<file path="config.mk">
export PLATFORM = sky130hd
export DESIGN_NAME = uart_rx_periph
export DESIGN_NICKNAME = d
export VERILOG_FILES = /design/src/rtl/uart_rx_pkg.sv /design/src/rtl/uart_rx_core.sv /design/src/rtl/uart_rx_periph.sv
export SDC_FILE = /design/constraint.sdc
export NUM_CORES = 1
export LEC_CHECK = 0
export ABC_AREA = 1
export CELL_PAD_IN_SITES_DETAIL_PLACEMENT = 1
export CELL_PAD_IN_SITES_GLOBAL_PLACEMENT = 1
export CORE_ASPECT_RATIO = 1.5
export CORE_UTILIZATION = 43
export DETAILED_ROUTE_END_ITERATION = 8
export PLACE_DENSITY_LB_ADDON = 0.1
export RECOVER_POWER = 100
export SLEW_MARGIN = 30
export SYNTH_ARGS = -nofsm -noshare
export SYNTH_HDL_FRONTEND = slang
export SYNTH_SLANG_ARGS = --single-unit
</file>
<file path="constraint.sdc">
create_clock -name PCLK -period 3.3 [get_ports PCLK]
set_clock_uncertainty 0.1 [all_clocks]
set_input_delay 0.66 -clock PCLK [delete_from_list [all_inputs] [get_ports PCLK]]
set_output_delay 0.66 -clock PCLK [all_outputs]
set_load 0.1 [all_outputs]
</file>
<file path="src/rtl/uart_rx_pkg.sv">
// Shared types and constants for the APB UART receiver.
// Latency: n/a (declarations only).
// Backpressure: n/a.
//
// Contents: FSM state type, APB register offsets, STATUS bit indices and
// the baud tick divider helper. Optional feature macro: UART_RX_PARITY_EN.
package uart_rx_pkg;

  typedef enum logic [2:0] {
    IDLE,
    START,
    DATA,
    PARITY,
    STOP,
    WAIT_HIGH
  } rx_state_e;

  // Register select values, compared against PADDR[3:2]
  localparam logic [1:0] REG_STATUS = 2'd0;
  localparam logic [1:0] REG_DATA   = 2'd1;

  // STATUS register bit positions
  localparam int ST_EMPTY   = 0;
  localparam int ST_FULL    = 1;
  localparam int ST_OVERRUN = 2;
  localparam int ST_FRAME   = 3;
  localparam int ST_PARITY  = 4;

  // Clocks per 16x oversampling tick
  function automatic int tick_div(input int clk_hz, input int baud);
    return clk_hz / (baud * 16);
  endfunction

endpackage

</file>
<file path="src/rtl/uart_rx_core.sv">
// Serial de-framer: rx synchronizer, 16x tick divider and receive FSM.
// Latency: byte_valid pulses in the cycle of the stop-bit sample.
// Backpressure: none; the consumer must accept every byte_valid pulse.
//
// Ports: clk, rst (async active-high); rx (async serial in, idle high);
// byte_valid (1-cycle), byte_data[7:0], frame_err_p, parity_err_p (1-cycle).
// Optional feature macro: UART_RX_PARITY_EN (adds an even-parity bit).
module uart_rx_core
  import uart_rx_pkg::*;
#(
  parameter int DIV = 10
) (
  input  logic       clk,
  input  logic       rst,
  input  logic       rx,
  output logic       byte_valid,
  output logic [7:0] byte_data,
  output logic       frame_err_p,
  output logic       parity_err_p
);

  localparam int DW = (DIV > 1) ? $clog2(DIV) : 1;

  logic          rx_s1, rx_s2;
  logic [DW-1:0] div_cnt;
  logic          tick;

  rx_state_e     state, state_n;
  logic [3:0]    tick_cnt, tick_cnt_n;
  logic [2:0]    bit_idx, bit_idx_n;
  logic [7:0]    shreg, shreg_n;
  logic          par_bad, par_bad_n;

  // Two-flop synchronizer, reset to the idle (high) line level
  always_ff @(posedge clk or posedge rst) begin
    if (rst) begin
      rx_s1 <= 1'b1;
      rx_s2 <= 1'b1;
    end else begin
      rx_s1 <= rx;
      rx_s2 <= rx_s1;
    end
  end

  // Free-running divider: tick is high for one cycle every DIV clocks
  assign tick = (div_cnt == DW'(DIV - 1));

  always_ff @(posedge clk or posedge rst) begin
    if (rst) begin
      div_cnt <= '0;
    end else if (tick) begin
      div_cnt <= '0;
    end else begin
      div_cnt <= div_cnt + 1'b1;
    end
  end

  always_ff @(posedge clk or posedge rst) begin
    if (rst) begin
      state    <= IDLE;
      tick_cnt <= '0;
      bit_idx  <= '0;
      shreg    <= '0;
      par_bad  <= 1'b0;
    end else begin
      state    <= state_n;
      tick_cnt <= tick_cnt_n;
      bit_idx  <= bit_idx_n;
      shreg    <= shreg_n;
      par_bad  <= par_bad_n;
    end
  end

  // tick_cnt is 4 bits, so +1 on the 16th tick wraps back to 0 by itself.
  always_comb begin
    state_n      = state;
    tick_cnt_n   = tick_cnt;
    bit_idx_n    = bit_idx;
    shreg_n      = shreg;
    par_bad_n    = par_bad;
    byte_valid   = 1'b0;
    frame_err_p  = 1'b0;
    parity_err_p = 1'b0;

    case (state)
      IDLE: begin
        if (!rx_s2) begin
          state_n    = START;
          tick_cnt_n = '0;
        end
      end

      START: begin
        if (tick) begin
          tick_cnt_n = tick_cnt + 4'd1;
          // Middle of the start bit: a high line here was only a glitch
          if (tick_cnt == 4'd7) begin
            tick_cnt_n = '0;
            bit_idx_n  = '0;
            par_bad_n  = 1'b0;
            state_n    = rx_s2 ? IDLE : DATA;
          end
        end
      end

      DATA: begin
        if (tick) begin
          tick_cnt_n = tick_cnt + 4'd1;
          if (tick_cnt == 4'd15) begin
            shreg_n   = {rx_s2, shreg[7:1]};
            bit_idx_n = bit_idx + 3'd1;
            if (bit_idx == 3'd7) begin
`ifdef UART_RX_PARITY_EN
              state_n = PARITY;
`else
              state_n = STOP;
`endif
            end
          end
        end
      end

      PARITY: begin
        if (tick) begin
          tick_cnt_n = tick_cnt + 4'd1;
          if (tick_cnt == 4'd15) begin
            par_bad_n = (rx_s2 != ^shreg);
            state_n   = STOP;
          end
        end
      end

      STOP: begin
        if (tick) begin
          tick_cnt_n = tick_cnt + 4'd1;
          if (tick_cnt == 4'd15) begin
            if (rx_s2) begin
              byte_valid   = !par_bad;
              parity_err_p = par_bad;
              state_n      = IDLE;
            end else begin
              // Missing stop bit: wait for the line to recover before hunting
              frame_err_p  = 1'b1;
              parity_err_p = par_bad;
              state_n      = WAIT_HIGH;
            end
          end
        end
      end

      WAIT_HIGH: begin
        if (rx_s2) begin
          state_n = IDLE;
        end
      end

      default: state_n = IDLE;
    endcase
  end

  assign byte_data = shreg;

endmodule

</file>
<file path="src/rtl/uart_rx_periph.sv">
// APB slave UART receiver: de-frames rx bytes into an RX FIFO, sticky error flags.
// Latency: APB access completes one cycle after PENABLE (registered PREADY/PRDATA).
// Backpressure: none on rx; a push into a full FIFO drops the byte and sets overrun.
//
// Ports: PCLK, PRESET (async active-high); APB PADDR[3:0], PWDATA[31:0], PWRITE,
// PENABLE, PSEL -> PRDATA[31:0], PREADY; rx (serial in); rx_irq (FIFO not empty).
// Optional feature macro: UART_RX_PARITY_EN (even parity, STATUS[4] parity_err).
module uart_rx_periph
  import uart_rx_pkg::*;
#(
  parameter int CLK_HZ     = 100_000_000,
  parameter int BAUD       = 9600,
  parameter int FIFO_DEPTH = 4
) (
  input  logic        PCLK,
  input  logic        PRESET,
  input  logic [3:0]  PADDR,
  input  logic [31:0] PWDATA,
  input  logic        PWRITE,
  input  logic        PENABLE,
  input  logic        PSEL,
  output logic [31:0] PRDATA,
  output logic        PREADY,
  input  logic        rx,
  output logic        rx_irq
);

  localparam int DIV   = tick_div(CLK_HZ, BAUD);
  localparam int PTR_W = $clog2(FIFO_DEPTH);
  localparam int CNT_W = PTR_W + 1;

  logic             byte_valid;
  logic [7:0]       byte_data;
  logic             frame_err_p;
  logic             parity_err_p;

  logic [7:0]       mem [FIFO_DEPTH];
  logic [PTR_W-1:0] rd_ptr, wr_ptr;
  logic [CNT_W-1:0] count;
  logic             empty, full, push_ok, pop, ovr_set;

  logic             access, rd_acc, wr_acc, w1c;
  logic [1:0]       sel;
  logic [31:0]      status_word, rd_word;
  logic             overrun_q, frame_q, parity_q;
  logic             unused_bits;

  uart_rx_core #(.DIV(DIV)) u_core (
    .clk          (PCLK),
    .rst          (PRESET),
    .rx           (rx),
    .byte_valid   (byte_valid),
    .byte_data    (byte_data),
    .frame_err_p  (frame_err_p),
    .parity_err_p (parity_err_p)
  );

  // APB decode: the !PREADY term limits each transfer to a single access
  assign access = PSEL & PENABLE & ~PREADY;
  assign rd_acc = access & ~PWRITE;
  assign wr_acc = access & PWRITE;
  assign sel    = PADDR[3:2];
  assign w1c    = wr_acc && (sel == REG_STATUS);

  // FIFO control; a pop frees a slot in the same cycle, so push_ok holds when full
  assign empty   = (count == '0);
  assign full    = (count == CNT_W'(FIFO_DEPTH));
  assign pop     = rd_acc && (sel == REG_DATA) && !empty;
  assign push_ok = byte_valid && (!full || pop);
  assign ovr_set = byte_valid && full && !pop;

  always_ff @(posedge PCLK) begin
    if (push_ok) begin
      mem[wr_ptr] <= byte_data;
    end
  end

  always_ff @(posedge PCLK or posedge PRESET) begin
    if (PRESET) begin
      rd_ptr <= '0;
      wr_ptr <= '0;
      count  <= '0;
    end else begin
      if (push_ok) wr_ptr <= wr_ptr + 1'b1;
      if (pop)     rd_ptr <= rd_ptr + 1'b1;
      case ({push_ok, pop})
        2'b10:   count <= count + 1'b1;
        2'b01:   count <= count - 1'b1;
        default: count <= count;
      endcase
    end
  end

  // Sticky flags: a new event in the clearing cycle keeps the flag set
  always_ff @(posedge PCLK or posedge PRESET) begin
    if (PRESET) begin
      overrun_q <= 1'b0;
      frame_q   <= 1'b0;
    end else begin
      overrun_q <= (overrun_q & ~(w1c & PWDATA[ST_OVERRUN])) | ovr_set;
      frame_q   <= (frame_q & ~(w1c & PWDATA[ST_FRAME])) | frame_err_p;
    end
  end

`ifdef UART_RX_PARITY_EN
  always_ff @(posedge PCLK or posedge PRESET) begin
    if (PRESET) begin
      parity_q <= 1'b0;
    end else begin
      parity_q <= (parity_q & ~(w1c & PWDATA[ST_PARITY])) | parity_err_p;
    end
  end
  assign unused_bits = ^{PADDR[1:0], PWDATA[31:5], PWDATA[1:0]};
`else
  assign parity_q    = 1'b0;
  assign unused_bits = ^{PADDR[1:0], PWDATA[31:4], PWDATA[1:0], parity_err_p};
`endif

  always_comb begin
    status_word              = '0;
    status_word[ST_EMPTY]    = empty;
    status_word[ST_FULL]     = full;
    status_word[ST_OVERRUN]  = overrun_q;
    status_word[ST_FRAME]    = frame_q;
    status_word[ST_PARITY]   = parity_q;
  end

  always_comb begin
    rd_word = '0;
    if (sel == REG_STATUS) begin
      rd_word = status_word;
    end else if (sel == REG_DATA && !empty) begin
      rd_word = {24'd0, mem[rd_ptr]};
    end
  end

  // PREADY stays high while PENABLE is held, dropping the cycle after it falls
  always_ff @(posedge PCLK or posedge PRESET) begin
    if (PRESET) begin
      PRDATA <= '0;
      PREADY <= 1'b0;
    end else begin
      PREADY <= access | (PREADY & PENABLE);
      if (access) begin
        PRDATA <= PWRITE ? 32'd0 : rd_word;
      end
    end
  end

  assign rx_irq = !empty;

endmodule

</file>
==> flow_summary_export.csv <==
group,metric,value,unit
status,status,"completed",
route,drc,0,
run,drv_cap,0,
clock_network,root_buffer,"clkbuf_16",
sta,max_freq,351,MHz
global_route,antenna_found_initial,0,
sta,slew_violations,0,
critical_path,crit_family,"simple AND/OR/NAND/NOR gates",
layout,final_common_cell,"nand2_1",
layout,final_cell_mix,"100 x nand2_1, 47 x dfrtp_1, 46 x nor2_1",
route,wl,8460,microns
synth,synth_compound_area_share,6.81,%
synth,netlist.area_leader.share,28.8,%
route,wire_per_inst,14.7,microns
synth,yosysTopAreaCell,"dfrtp_1",
critical_path,crit_chain,"ha_1 -> nand2_2 -> nor2_1 -> clkinv_1 -> nor3_4 -> clkbuf_1 -> nand3_4 -> nor2_1 -> clkbuf_2",
route,via_per_inst,4.92,
synth,synth_xor_area_share,3.22,%
pwr,p_leak,2.16,nW
critical_path,worstSetupStartpointType,"flop",
critical_path,slowest_stage,"clkbuf_1",
synth,synth-simple-area-share,23.7,%
layout,finalNetCount,511,
synth,avgSynthCellArea,9.53,sq um
route,drt_iter0_drc,81,
layout,insertedDiodeCount,0,
critical_path,path_buf_inv,3,
min_path,worst_hold_path_type,"flop to flop",
synth,async_flop_share,60.5,%
global_route,grt_first_pass_wirelength,13900,microns
synth,syn_inst,428,
global_route,grt_max_degree,50,
critical_path,slowest_delay,460,ps
die,ios,76,
pwr,powerDensity,502,mW/mm^2
critical_path,crit_fanout,10,
clock_network,cts_setup_buffers,0,
sta,setup_violations,0,
die,coreArea,0.00925,sq mm
sta,hold_violations,0,
synth,synth_edf_count,32,
critical_path,crit_arrival,2780,ps
route,num_vias,2835,
sta,rsz0062_at_grt,"no",
sta,slew_headroom,13.6,%
synth,synth.distinct_cells,36,
sta,min_period_over_period,86.4,%
route,dr.pass1.iters,4,
clock_network,cts_buffer_depth,2,
clock_network,clk_latency,340,ps
layout,drive_gt1_share,8.19,%
critical_path,cp.required,3230,ps
synth,ys_seq_area_share,53.7,%
sta,period_minus_slack,2850,ps
clock_network,cts.sinks,81,
clock_network,cts_made_buffers,9,
synth,synth_top_family_by_area,"simple AND/OR/NAND/NOR gates",
die,die_w,81.5,microns
synth,synth.area.top_cells,"dfrtp_1 29%, edfxtp_1 24%, nand2_1 8.9%",
critical_path,path_class,"flop to flop",
global_route,gr-total-overflow,0,
global_route,grt_pass1_vias,2961,
layout,area_growth,9.87,%
placement,dpl.hpwl,6130,microns
critical_path,crit_top_cell,"nor2_1",
clock_network,clk_pin_slew,60,ps
die,die_h,121,microns
die,start_util,44.1,%
synth,synthMuxAreaShare,0,%
placement,gp_congestion,0.719,
route,ant_nets,0,
global_route,grt_use_total,19.2,%
synth,yosys.area_share.adder,3.25,%
layout,final_util,48.4,%
synth,ys_seq_elements,81,
sta,setup_tns,0,ps
synth,synth_warnings,0,
sta,worstMarginPinSlew,1300,ps
die,rows,43,
clock_network,postCtsHoldBufs,0,
pwr,ir_drop,325,uV
clock_network,cts_tree,"yes",
clock_network,cts_resized,0,
die,dieArea,0.00989,sq mm
critical_path,critPathCaptureType,"flop",
synth,ys.flop_type,"dfrtp_1",
synth,syn_area,0.00408,sq mm
placement,port_buffers,19,
clock_network,htree_levels,3,
## power breakdown
part           switching (mW)  internal, mW  total [mW]
sequential            0.00665          1.05        1.06
clock                   0.404         0.592       0.996
combinational           0.183        0.0166       0.199
## cell usage after synthesis, drive strengths merged, types with 2 or more instances
cell type and instances:
nand4 4, nor2 51, o21ai 29, nor3 3
edfxtp 32, o22ai 6, nand3 35, a22o 4
inv 42, ha 9, xnor2 6, a31oi 2
clkbuf 3, buf 28, a21oi 5, nand2 106
xor2 9, dfrtp 47, dfstp 2
## worst paths after layout
kind	start	to	slack, ps	depth (start not counted)
worst max-delay path	u_core.tick_cnt[0]	mem[0][0]	450	9
worst min-delay path	u_core.rx_s1	u_core.rx_s2	260	0
worst max register to register	u_core.tick_cnt[0]	mem[0][0]	450	9
worst min register to register	u_core.rx_s1	u_core.rx_s2	260	0
max in group asynchronous	PRESET	u_core.byte_data[6]	1230	3
min in group asynchronous	PRESET	count[2]	1100	3
## metrics by stage
step                      power, mW  hold WS [ps]  setup WS [ps]  cell area (sq um)  cells
after global placement         1.28           247            421               4320    560
after floorplan                1.27           245            845               4170    451
after CTS                      2.29           264            722               4620    576
after global routing           2.32           264            266               4480    576
final                          2.25           263            450               4480    576
after detailed placement       1.28           254            366               4320    560
## flip-flops by register name, indices dropped and copies added, names as in the netlist, 2 cells and up
register,flops
u_core.tick_cnt,4
u_core.byte_data,8
u_core.bit_idx,3
u_core.div_cnt,10
wr_ptr,2
PRDATA,8
rd_ptr,2
mem,32
u_core.state,3
count,3
## cell type report
cell class              count  area (sq um)
inverters                  42           158
clock inverters             5          63.8
flip-flops and latches     81          2190
repair buffers             28           176
well taps                 112           140
fillers                  1093          4770
clock buffers              11           233
multi-input cells         297          1520
## layer usage
layer	share of wire (%)	global-route usage, %	routed length, microns
met1	39	19.1	3300
met2	57	36.8	4810
met3	2.3	4.51	191
met4	1.8	7.37	156
met5	0	0	0
## cell families after synthesis
| family | Yosys count |
|---|---|
| xor+xnor | 15 |
| fa+ha+maj | 10 |
| buf+inv | 73 |
| other cells | 1 |
| simple gates | 200 |
| flops | 81 |
| compound gates | 48 |
(Power assumes the default switching activity.)
